--- config.mk ---
export PLATFORM = sky130hd
export DESIGN_NAME = hazard_ctrl
export DESIGN_NICKNAME = d
export VERILOG_FILES = /design/src/rtl/cpu_types_pkg.sv /design/src/rtl/hazard_ctrl_perf_ctr.sv /design/src/rtl/hazard_ctrl.sv
export SDC_FILE = /design/constraint.sdc
export NUM_CORES = 1
export LEC_CHECK = 0
export CAP_MARGIN = 20
export CORE_AREA = 2 2 39 41
export DETAILED_ROUTE_END_ITERATION = 8
export DIE_AREA = 0 0 41 43
export DONT_BUFFER_PORTS = 1
export HOLD_SLACK_MARGIN = 0.02
export PLACE_DENSITY_LB_ADDON = 0.12
export SYNTH_ARGS = -nofsm -noshare
export SYNTH_HDL_FRONTEND = slang
export SYNTH_SLANG_ARGS = --single-unit
--- constraint.sdc ---
create_clock -name CLK -period 2 [get_ports CLK]
set_input_delay 0.4 -clock CLK [delete_from_list [all_inputs] [get_ports CLK]]
set_output_delay 0.4 -clock CLK [all_outputs]
set_load 0.1 [all_outputs]
--- src/rtl/cpu_types_pkg.sv ---
// Shared CPU types: pipeline sequencer state and register-select type.
package cpu_types_pkg;

    localparam int REG_SEL_W = 5;

    typedef logic [REG_SEL_W-1:0] regbits_t;

    typedef enum logic [2:0] {
        RUN      = 3'd0,
        LU_STALL = 3'd1,
        DWAIT    = 3'd2,
        FLUSH    = 3'd3,
        HALTED   = 3'd4
    } hazard_state_t;

endpackage

--- src/rtl/hazard_ctrl_perf_ctr.sv ---
// Saturating event counter, cleared by synchronous reset.
module hazard_perf_ctr #(
    parameter int CNT_W = 32
) (
    input  logic             CLK,
    input  logic             RST,
    input  logic             inc,
    output logic [CNT_W-1:0] count
);
    logic [CNT_W-1:0] count_q;
    logic [CNT_W-1:0] count_d;

    // Next count: step on inc, hold once all-ones is reached.
    always_comb begin
        count_d = count_q;
        if (inc && (count_q != {CNT_W{1'b1}})) begin
            count_d = count_q + {{(CNT_W-1){1'b0}}, 1'b1};
        end
    end

    // Count register.
    always_ff @(posedge CLK) begin
        if (RST) begin
            count_q <= '0;
        end else begin
            count_q <= count_d;
        end
    end

    assign count = count_q;
endmodule

--- src/rtl/hazard_ctrl.sv ---
// Pipeline sequencer for the 5-stage CPU: PC enable plus latch enables and
// flushes for load-use stalls, DMEM waits, fetch misses, redirects and halt.
// Optional build macro HAZARD_PERF_EN adds stall/flush performance counters.
module hazard_ctrl
    import cpu_types_pkg::*;
#(
    parameter int REG_W = 5,
    parameter int CNT_W = 32
) (
    input  logic             CLK,
    input  logic             RST,
    input  logic [REG_W-1:0] ID_rs,
    input  logic [REG_W-1:0] ID_rt,
    input  logic             ID_uses_rt,
    input  logic [REG_W-1:0] EX_wsel,
    input  logic             EX_MemRead,
    input  logic             MEM_dREN,
    input  logic             MEM_dWEN,
    input  logic             dhit,
    input  logic             ihit,
    input  logic             MEM_pc_redirect,
    input  logic             MEM_halt,
    output logic             pc_en,
    output logic             ifid_en,
    output logic             idex_en,
    output logic             exmem_en,
    output logic             memwb_en,
    output logic             ifid_flush,
    output logic             idex_flush,
    output logic             exmem_flush,
`ifdef HAZARD_PERF_EN
    output logic [CNT_W-1:0] stall_cycles,
    output logic [CNT_W-1:0] flush_events,
`endif
    output logic             halt
);
    hazard_state_t state_q;
    hazard_state_t state_d;
    logic          mem_wait;
    logic          load_use;
    logic          redirect_fire;

    assign mem_wait = (MEM_dREN | MEM_dWEN) & ~dhit;
    // r0 is hardwired zero, so a load targeting it never creates a hazard.
    assign load_use = EX_MemRead && (EX_wsel != '0) &&
                      ((EX_wsel == ID_rs) || (ID_uses_rt && (EX_wsel == ID_rt)));

    // Prioritised hazard resolution: outputs and next state.
    always_comb begin
        state_d       = state_q;
        pc_en         = 1'b1;
        ifid_en       = 1'b1;
        idex_en       = 1'b1;
        exmem_en      = 1'b1;
        memwb_en      = 1'b1;
        ifid_flush    = 1'b0;
        idex_flush    = 1'b0;
        exmem_flush   = 1'b0;
        redirect_fire = 1'b0;
        if (RST) begin
            pc_en       = 1'b0;
            ifid_flush  = 1'b1;
            idex_flush  = 1'b1;
            exmem_flush = 1'b1;
            state_d     = RUN;
        end else if (state_q == HALTED) begin
            pc_en    = 1'b0;
            ifid_en  = 1'b0;
            idex_en  = 1'b0;
            exmem_en = 1'b0;
            memwb_en = 1'b0;
        end else if (MEM_halt && !mem_wait) begin
            // Let the halt instruction retire, freeze everything upstream.
            pc_en    = 1'b0;
            ifid_en  = 1'b0;
            idex_en  = 1'b0;
            exmem_en = 1'b0;
            state_d  = HALTED;
        end else if (mem_wait) begin
            pc_en    = 1'b0;
            ifid_en  = 1'b0;
            idex_en  = 1'b0;
            exmem_en = 1'b0;
            memwb_en = 1'b0;
            state_d  = DWAIT;
        end else if (MEM_pc_redirect) begin
            ifid_flush    = 1'b1;
            idex_flush    = 1'b1;
            exmem_flush   = 1'b1;
            redirect_fire = 1'b1;
            state_d       = FLUSH;
        end else if (load_use && (state_q != LU_STALL) && (state_q != FLUSH)) begin
            // One bubble: after it the load sits in MEM and forwarding covers it.
            pc_en      = 1'b0;
            ifid_en    = 1'b0;
            idex_flush = 1'b1;
            state_d    = LU_STALL;
        end else if (!ihit) begin
            pc_en      = 1'b0;
            ifid_flush = 1'b1;
            if ((state_q == LU_STALL) || (state_q == FLUSH)) begin
                state_d = RUN;
            end
        end else begin
            state_d = RUN;
        end
    end

    // Sequencer state register.
    always_ff @(posedge CLK) begin
        if (RST) begin
            state_q <= RUN;
        end else begin
            state_q <= state_d;
        end
    end

    assign halt = (state_q == HALTED);

`ifdef HAZARD_PERF_EN
    logic stall_inc;
    assign stall_inc = ~RST & ~pc_en & (state_q != HALTED);

    hazard_perf_ctr #(.CNT_W(CNT_W)) u_stall_ctr (
        .CLK   (CLK),
        .RST   (RST),
        .inc   (stall_inc),
        .count (stall_cycles)
    );

    hazard_perf_ctr #(.CNT_W(CNT_W)) u_flush_ctr (
        .CLK   (CLK),
        .RST   (RST),
        .inc   (redirect_fire),
        .count (flush_events)
    );
`endif
endmodule

Word-level counts from Yosys, hierarchy flattened
Index checks and enable logic that the tools add are counted.

word-level totals
  flip-flop bits (word level) = 3
  output and inout bits = 9

operators by class
  equality and inequality tests = 7
  bitwise logic cells = 4
  reduce and logical (&&, ||, !) cells = 12
  multiplexer cells = 44

operators by type and width
  cell                count
  $mux 1              38
  $mux 3              6
  $eq 5x5->1          2
  $logic_and 1x1->1   6
  $reduce_bool 6->1   1
  $reduce_bool 5->1   1
  $eq 3x1->1 const B  1
  $eq 3x2->1 const B  1
  $eq 3x3->1 const B  1
  $ne 3x1->1 const B  1
  $ne 3x2->1 const B  1
  $logic_or 1x1->1    2
  $not 1->1           2
  $reduce_and 2->1    1
  $and 1x1->1         1
  $logic_not 1->1     1
  $or 1x1->1          1

Logic depth before layout (Yosys ltp)
  depth in word-level cells = 12
  depth in mapped cells = 5
  mapped depth without buffers = 5

Least setup slack after synthesis
OpenSTA, ideal clock, no wires.

  path type = register to output
  start point = register state_q[2]
  end point = output port ifid_flush
  required time = 1600 ps
  slack = -1635 ps
  arrival time = 3235 ps
  cell stages (with the launch flop) = 6
  path buffers = 0
  cell sequence = dfxtp_1 > nor3b_2 > nand2b_1 > nor2_1 > a21o_1 > a31o_1

RTL lines
  what                    line                RTL
  from (decl)             hazard_ctrl.sv:37   hazard_state_t state_q;
  from (signal assigned)  hazard_ctrl.sv:114  state_q <= state_d;
  $eq 3x3->1              n/a
  named net halt          hazard_ctrl.sv:35   output logic halt
  $mux 1                  hazard_ctrl.sv:66   end else if (state_q == HALTED) begin
  $mux 1                  hazard_ctrl.sv:60   if (RST) begin
  to (decl)               hazard_ctrl.sv:28   output logic ifid_flush,

The timed path passes the listed nets, and every way through them passes these cells.

Worst setup path in the final report
  start point = input port EX_wsel[1]
  end point = output port pc_en

between the ends
  word-level cells in the longest chain between the ends = 12

ends and longest elaborated chain
  what                              line               RTL
  from (decl)                       hazard_ctrl.sv:15  input logic [REG_W-1:0] EX_wsel,
  $eq 5x5->1                        hazard_ctrl.sv:46  ((EX_wsel == ID_rs) || (ID_uses_rt && (EX_wsel == ID_rt)));
  $logic_and 1x1->1                 hazard_ctrl.sv:46
  $logic_or 1x1->1                  hazard_ctrl.sv:46
  $logic_and 1x1->1 *               hazard_ctrl.sv:45  assign load_use = EX_MemRead && (EX_wsel != '0) &&
  $logic_and 1x1->1 * (2 in a row)  hazard_ctrl.sv:92  end else if (load_use && (state_q != LU_STALL) && (state_q != FLUSH)) begin
  $mux 1 *                          hazard_ctrl.sv:92
  $mux 1 *                          hazard_ctrl.sv:86  end else if (MEM_pc_redirect) begin
  $mux 1 *                          hazard_ctrl.sv:79  end else if (mem_wait) begin
  $mux 1 *                          hazard_ctrl.sv:72  end else if (MEM_halt && !mem_wait) begin
  $mux 1 *                          hazard_ctrl.sv:66
  $mux 1 *                          hazard_ctrl.sv:60
  to (decl)                         hazard_ctrl.sv:23  output logic pc_en,

Every way passes the cells marked *; elsewhere a longest branch is shown, timed or not.

==> impl.org <==
** Outcome
- Failing checks :: setup timing
- Status :: finished with violations

** Critical path
- Worst Path Arrival :: 1650 ps
- Setup crit start kind :: input port
- The critical path is of the input port to primary output type.
- Required time at the worst-slack endpoint :: 1600 ps
- Delay of the slowest cell on the worst path :: 510 ps
- Broken down by cell family, the worst path's largest delay share belongs to simple AND/OR/NAND/NOR gates.
- STA classifies the critical path endpoint as a primary output.
- The largest individual stage delay along the critical path comes from the cell sky130_fd_sc_hd__or4_4.
- The signal on the critical path passes through or4_4 -> o211a_4 -> clkinv_4 -> o21ai_4 -> a21oi_4 -> buf_12.
- Highest net fanout along the worst path :: 5
- Number of buffer and inverter stages on the critical path :: 2

** Routing
- Using the TritonRoute via totals, the vias-per-cell ratio works out to 5.16.
- The detailed router finished its first iteration with 3 violations.
- The first TritonRoute pass finished after 3 iterations.
- Sum of routed wire length over all layers :: 1320 µm
- The count of nets left with antenna violations once routing finished came out at 0.
- Total DRC errors in the routed layout :: 0
- In the final routed layout, each cell accounts on average for 14.3 µm.
- The routed layout has 475 vias.

** Global routing
- The first global-routing pass estimated 2120 µm of wire.
- Via count of the first global-routing pass :: 517
- Number of antenna violations at the first check in global routing :: 0
- Global routing used 1.05% of the available met3 tracks.
- Routing usage on met1 :: 22.8%
- met2 is the most crowded layer.
- Global routing met2 resource utilization :: 26.6%
- The total overflow left after global routing is 0.
- Entering global routing, the biggest net connects 10 pins.
- In the global route stage, overall resource usage came out at 17.2%.

** Final layout
- Final core area utilization :: 62.6%
- The filler cells instantiated in the layout total 115.
- In the final layout, the multi-input gates occupy 537 µm².
- The largest registers in the layout are state_q: 3 flops.
- Final Instance Count excl. Fillers :: 92
- The sequential cells in the finished layout cover a total of 65.1 µm².
- The area growth from synthesis to layout is 78.4%.
- N_diodes :: 0
- state_q holds more flip-flops than any other register.
- Share of post-route cells with drive strength above 1 :: 64.5%
- Number of nets in the final layout :: 102
- The register with the most flip-flops in the layout has 3 of them.

** Floorplan
- Die outline area :: 1760 µm²
- Initial core utilization :: 35.1%
- Cell Rows :: 14
- Top-level I/O count :: 34
- Measured along the y axis, the die boundary spans 43 µm.
- The die is 41 µm wide.
- The core region is 1380 µm².

** Power
- In this run, the combinational gates consume 61.7% of the power.
- Power per cell area :: 537 nW/µm²
- In this run the static leakage power is 0.329 nW.
- Cell Int Power :: 258 µW
- Proportion of power drawn by the clock network :: 22.5%
- Fraction of power spent switching nets :: 44.5%
- Sw power :: 207 µW
- Maximum VDD drop :: 0.334 mV
- Sequential share of power :: 15.7%

** Clocking
- The cell sitting at the root of the clock tree is a sky130_fd_sc_hd__clkbuf_4.
- CTS tree :: yes
- Register clock-pin slew on the reported worst setup and hold paths :: 40 ps
- The clock drives 3 sinks.
- H-tree depth reported by CTS :: 1
- The number of clock buffers added by TritonCTS is 3.
- The longest clock path from root to sink contains 2 buffers.
- Insertion delay to the later sink of the worst-skew pair :: 230 ps

** Yosys
- Area share of the leading cell type in the synthesized netlist :: 18.0%
- Post-synthesis net count :: 80
- sky130_fd_sc_hd__xnor2_1 takes more of the synthesized area than any other cell.
- During synthesis, Yosys emitted a total of 0 warnings.
- Cell types occupying the most area after synthesis :: sky130_fd_sc_hd__xnor2_1, sky130_fd_sc_hd__dfxtp_1, sky130_fd_sc_hd__a2111oi_4, sky130_fd_sc_hd__nand2b_1, sky130_fd_sc_hd__o211a_4
- Synthesized flop and latch total :: 3
- After synthesis, the netlist uses 28 different library cells.
- Mapped Avg Cell Area :: 8.83 µm²
- Synthesized netlist cell count :: 55
- Cell area after synthesis :: 485 µm²
- Sequential elements use 12.4% of the synthesized area.

** Timing
- Worst Skew :: 0.466 ps
- Rel. slew slack :: 57.5%
- Max Slew Vio Count :: 0
- The final-report hold violation count was 0.
- Achievable Freq :: 489 MHz
- The worst path in the final design needs a cycle of 2050 ps, including I/O delays and setup.
- Setup violations remaining at the end of the flow were counted as 4.
- RSZ-0062 raised after global routing :: yes
- Final Worst Setup Slack :: -45.5 ps
- At the pin with the least slew margin, the transition time is 635 ps.
- Part of the cycle the worst path needs :: 102%

** Placement
- Half-perimeter wire length of the detailed placement result :: 1040 µm
- During placement, the flow inserted port buffers numbering 0.
- Once placement completed, the tool counted placed cells totaling 84.
- Routability-driven placement finished with a final weighted congestion of 0.718.

** Hold path
- Class of the worst hold path :: input port to flip-flop

** Flow run
- Max cap viols :: 0
## cells in the mapped netlist, drive strengths merged
library cell,instances
clkinv,1
o211a,1
mux2i,1
a211oi,1
or3,1
a31o,1
or4,1
o22ai,1
or3b,1
nand3,2
dfxtp,3
nand4,2
o21bai,2
nor3b,1
nor2,2
a21o,2
xnor2,10
a21oi,4
inv,3
nand2,3
buf,1
a2111oi,3
o21ai,2
nand2b,5
o22a,1
## layout by cell type (no fill, tap or decap), types with 2 or more instances in the layout
| cell type | n |
|---|---|
| sky130_fd_sc_hd__a2111oi_4 | 2 |
| sky130_fd_sc_hd__a21oi_1 | 2 |
| sky130_fd_sc_hd__a21oi_4 | 2 |
| sky130_fd_sc_hd__buf_12 | 5 |
| sky130_fd_sc_hd__buf_4 | 13 |
| sky130_fd_sc_hd__clkbuf_4 | 3 |
| sky130_fd_sc_hd__inv_1 | 3 |
| sky130_fd_sc_hd__nand2_1 | 3 |
| sky130_fd_sc_hd__nand2b_4 | 4 |
| sky130_fd_sc_hd__nand3_1 | 2 |
| sky130_fd_sc_hd__nand4_1 | 2 |
| sky130_fd_sc_hd__xnor2_1 | 5 |
| sky130_fd_sc_hd__xnor2_2 | 5 |
## final timing paths
| check | cells past startpoint | slack [ps] | end | start |
|---|---|---|---|---|
| worst max-delay path | 6 | -50 | pc_en | EX_wsel[1] |
| worst min-delay path | 1 | 240 | state_q[1]$_SDFFE_PP0P_ | RST |
| worst max register to register | 5 | 570 | state_q[2]$_SDFFE_PP0P_ | state_q[2]$_SDFFE_PP0P_ |
| worst min register to register | 2 | 620 | state_q[0]$_SDFFE_PP0P_ | state_q[0]$_SDFFE_PP0P_ |
## area by class of cell
| cell class | count | area share, % |
|---|---|---|
| multi-input combinational | 47 | 62.0 |
| tap | 16 | 2.31 |
| clock buffer | 4 | 3.03 |
| sequential | 3 | 7.51 |
| inverter | 4 | 2.31 |
| timing repair buffer | 18 | 22.8 |
## power groups by stage
stage                     Clock (mW)  Sequential (mW)  Combinational, mW
after CTS                      0.111           0.0728              0.271
after detailed placement           0           0.0736              0.267
final                          0.105           0.0731              0.287
after global routing           0.112           0.0737              0.300
after global placement             0           0.0735              0.265
after floorplan                    0           0.0724              0.210
## per-stage QoR
stage	hold WS (ps)	setup TNS, ps	cell area (µm²)	setup WS [ps]	power, mW
6_report	237	-91.5	866	-45.5	0.465
4_1_cts	225	-88.5	787	-52.1	0.456
2_1_floorplan	465	-3640	581	-700	0.283
5_1_grt	228	-276	866	-97.9	0.486
3_5_place_dp	474	-221	748	-104	0.341
3_3_place_gp	474	-217	748	-98.7	0.338
## routing by layer
metal / share of wire (%) / vias to the layer above
met5: 0 / -
met4: 0 / 0
met3: 4.6 / 0
met2: 53 / 15
met1: 42 / 214
li1: - / 246
## cell families (layout without fill, tap and decap cells)
kind of cell | count (synthesis) | in the layout | share of synthesized area (%)
AND/OR/NAND/NOR | 18 | 18 | 22.9
flip-flops | 3 | 3 | 12.4
AO/OA/AOI/OAI | 18 | 18 | 39.7
multiplexers | 1 | 1 | 2.06
buffers and inverters | 5 | 26 | 4.90
XOR/XNOR | 10 | 10 | 18.0
## timing repair
item                       CTS  global route
hold buffers                 0             0
pin swaps                    4             5
setup endpoints to repair    4             4
setup buffers                0             4
gates resized for setup      2             8
Power figures use the tool's default switching activity.
==> RTL change 1 (same flow settings) <==
Build with the macro `HAZARD_PERF_EN` defined.
--- a/src/rtl/hazard_ctrl.sv
+++ b/src/rtl/hazard_ctrl.sv
@@ -1,6 +1,8 @@
 // Pipeline sequencer for the 5-stage CPU: PC enable plus latch enables and
 // flushes for load-use stalls, DMEM waits, fetch misses, redirects and halt.
 // Optional build macro HAZARD_PERF_EN adds stall/flush performance counters.
+`define HAZARD_PERF_EN
+
 module hazard_ctrl
     import cpu_types_pkg::*;
 #(
Formal check against the unedited RTL (old outputs only; new: flush_events and stall_cycles): equivalent (equiv_simple and equiv_induct, registers matched by name and starting in step).
==> RTL change 1 against the unedited design <==
The run now fails in global placement without I/O. Area after synthesis rose to 7.6 times the old value.
==> RTL change 1: results <==
export IMPL_synth_mux_area_share_pct=2.392
export IMPL_error="[ERROR FLW-0024] Place density exceeds 1.0 (current PLACE_DENSITY_LB_ADDON =  0.12). Please check if the value of  PLACE_DENSITY_LB_ADDON is between 0 and 0.99."
export IMPL_synth_seq_area_share_pct=36.12
export IMPL_synth_area_top_cells="dfxtp_1 (36%), xnor2_1 (6.8%), nand3_1 (4.9%)"
export IMPL_stop_stage="global placement without I/O"
export IMPL_syn_nets=486
export IMPL_synth_compound_area_share_pct=12.70
export IMPL_yosys_top_cells_count="dfxtp_1 (67), nor2_1 (48), nand3_1 (36), nand2_1 (34), xnor2_1 (29)"
export IMPL_ys_types=55
export IMPL_ys_ff_latch=67
export IMPL_synth_warnings=0
export IMPL_status="did not finish"
export IMPL_ys_async_sr_fraction_pct=0
export IMPL_synthAdderAreaFrac_pct=0.6739
export IMPL_synthFlopType="dfxtp_1"
export IMPL_row_count=14
export IMPL_synthXorXnorAreaFrac_pct=8.491
export IMPL_syn_inst=459
-- RTL change 1: kinds of logic after synthesis --
kind of cell	count (synthesis)
and+or+nand+nor	235
AOI/OAI and AO/OA	76
DFF	67
xor gates and xnor gates	36
buffers and inverters	35
muxes	8
adders and majority gates	2
==> RTL change 2 (same flow settings) <==
Without the edit above. Put a register stage on the output `exmem_en`, cleared by the reset. The value now appears one clock later. The other outputs are not delayed to match.
--- a/src/rtl/hazard_ctrl.sv
+++ b/src/rtl/hazard_ctrl.sv
@@ -34,6 +34,8 @@
 `endif
     output logic             halt
 );
+
+    logic exmem_en_d;
     hazard_state_t state_q;
     hazard_state_t state_d;
     logic          mem_wait;
@@ -51,7 +53,7 @@
         pc_en         = 1'b1;
         ifid_en       = 1'b1;
         idex_en       = 1'b1;
-        exmem_en      = 1'b1;
+        exmem_en_d    = 1'b1;
         memwb_en      = 1'b1;
         ifid_flush    = 1'b0;
         idex_flush    = 1'b0;
@@ -67,20 +69,20 @@
             pc_en    = 1'b0;
             ifid_en  = 1'b0;
             idex_en  = 1'b0;
-            exmem_en = 1'b0;
+            exmem_en_d = 1'b0;
             memwb_en = 1'b0;
         end else if (MEM_halt && !mem_wait) begin
             // Let the halt instruction retire, freeze everything upstream.
             pc_en    = 1'b0;
             ifid_en  = 1'b0;
             idex_en  = 1'b0;
-            exmem_en = 1'b0;
+            exmem_en_d = 1'b0;
             state_d  = HALTED;
         end else if (mem_wait) begin
             pc_en    = 1'b0;
             ifid_en  = 1'b0;
             idex_en  = 1'b0;
-            exmem_en = 1'b0;
+            exmem_en_d = 1'b0;
             memwb_en = 1'b0;
             state_d  = DWAIT;
         end else if (MEM_pc_redirect) begin
@@ -135,5 +137,13 @@
         .count (flush_events)
     );
 `endif
+    always_ff @(posedge CLK) begin
+        if (RST) begin
+            exmem_en <= '0;
+        end else begin
+            exmem_en <= exmem_en_d;
+        end
+    end
+
 endmodule
 
Check against the original RTL: not equivalent (a bounded check fails within 4 cycles, from zero or initial values and one cycle with RST high).
==> RTL change 2 against the unedited design <==
Count of clock-buffer cells in the layout shrank 1. Routed wire length shrank 20%. Final area is 26% lower. Total power down 11%. Cell count shrank 12%. Clock power shrank 6%. Worst setup slack gained 0.11 ns. Combinational power is 22% lower. Synthesized cell count is 1.8% lower. Sequential power increased by 25%. Area after synthesis down 13%. Sequential cell count grew 1. Die area stayed put. Largest power group unchanged. Highest routed layer is now met4.
==> RTL change 2: results <==
export IMPL_powerComb_w=0.000223
export IMPL_setup_viol=0
export IMPL_min_to="state_q[2]"
export IMPL_use_met3_pct=3.141
export IMPL_synth_compound_area_share_pct=30.47
export IMPL_seq_power_w=0.0000917
export IMPL_synth_seq_area_share_pct=18.93
export IMPL_grt_use_met1_pct=14.19
export IMPL_dr_wl_met2_um=564
export IMPL_r2r_end="state_q[1]"
export IMPL_yosys_area_top_type_share_pct=20.71
export IMPL_r2r_setup_slack_ns=0.55
export IMPL_cts_resized=3
export IMPL_ys_types=24
export IMPL_met1_length_um=382
export IMPL_highest_layer="met4"
export IMPL_synth_mux_area_share_pct=2.663
export IMPL_arrival_ns=1.54
export IMPL_yosys_top_cells_count="xnor2_1 (10), nand2b_1 (5), a21oi_1 (4), dfxtp_1 (4), nor2_1 (4)"
export IMPL_wl_per_cell_um=13.04
export IMPL_vias=449
export IMPL_synth_area_top_cells="xnor2_1 (21%), dfxtp_1 (19%), nand2b_1 (7.4%)"
export IMPL_worst_r2r_path_depth=5
export IMPL_hpwlAfterDp_um=902.9
export IMPL_top_regs="state_q x3, exmem_en x1"
export IMPL_wl_met3_um=90
export IMPL_synthXorXnorAreaFrac_pct=20.71
export IMPL_leakagePower_nw=0.2311
export IMPL_worstPathMaxFanout=4
export IMPL_grt_pass1_wl_mm=1.628
export IMPL_drt_iter0_drc=12
export IMPL_status="completed"
export IMPL_crit_slowest_cell="or2_4"
export IMPL_fin_skew_ns=0.005814
export IMPL_pre_cts_ws_ns=0.1001
export IMPL_grt_pass1_vias=432
export IMPL_grt_use_total_pct=13.87
export IMPL_layout_drive_gt1_share_pct=43.08
export IMPL_p_int_w=0.0002298
export IMPL_tightest_slew_ns=0.4952
export IMPL_syn_nets=79
## RTL change 2: worst max path at each step
| stage | startpoint | to | slack [ns] |
|---|---|---|---|
| finish | state_q[1] | ifid_flush | 0.06 |
| global route | state_q[2] | idex_flush | 0.002 |
| CTS | state_q[2] | idex_flush | 0.01 |
| detailed placement | EX_wsel[1] | idex_flush | 0.10 |
| global placement | EX_wsel[1] | ifid_en | 0.12 |
| floorplan | state_q[1] | ifid_flush | -0.65 |
## RTL change 2: metrics by stage
step,power (W),std cells,TNS [ns],hold slack (ns),cell area (um^2)
detailed placement,0.0002999,77,0,0.4845,565.5
global placement,0.0002997,77,0,0.4856,565.5
CTS,0.0004084,80,0,0.2379,604.3
finish,0.0004127,81,0,0.2444,639.4
floorplan,0.0002655,54,-3.023,0.5874,464.2
global route,0.0004394,81,0,0.2268,639.4
## RTL change 2: final cells by class
class,instances,share of cell area (%)
well taps,16,3.131
repair buffers,9,14.48
clock buffers,3,3.523
inverters,1,0.5871
multi-input cells,48,65.36
flip-flops and latches,4,12.92
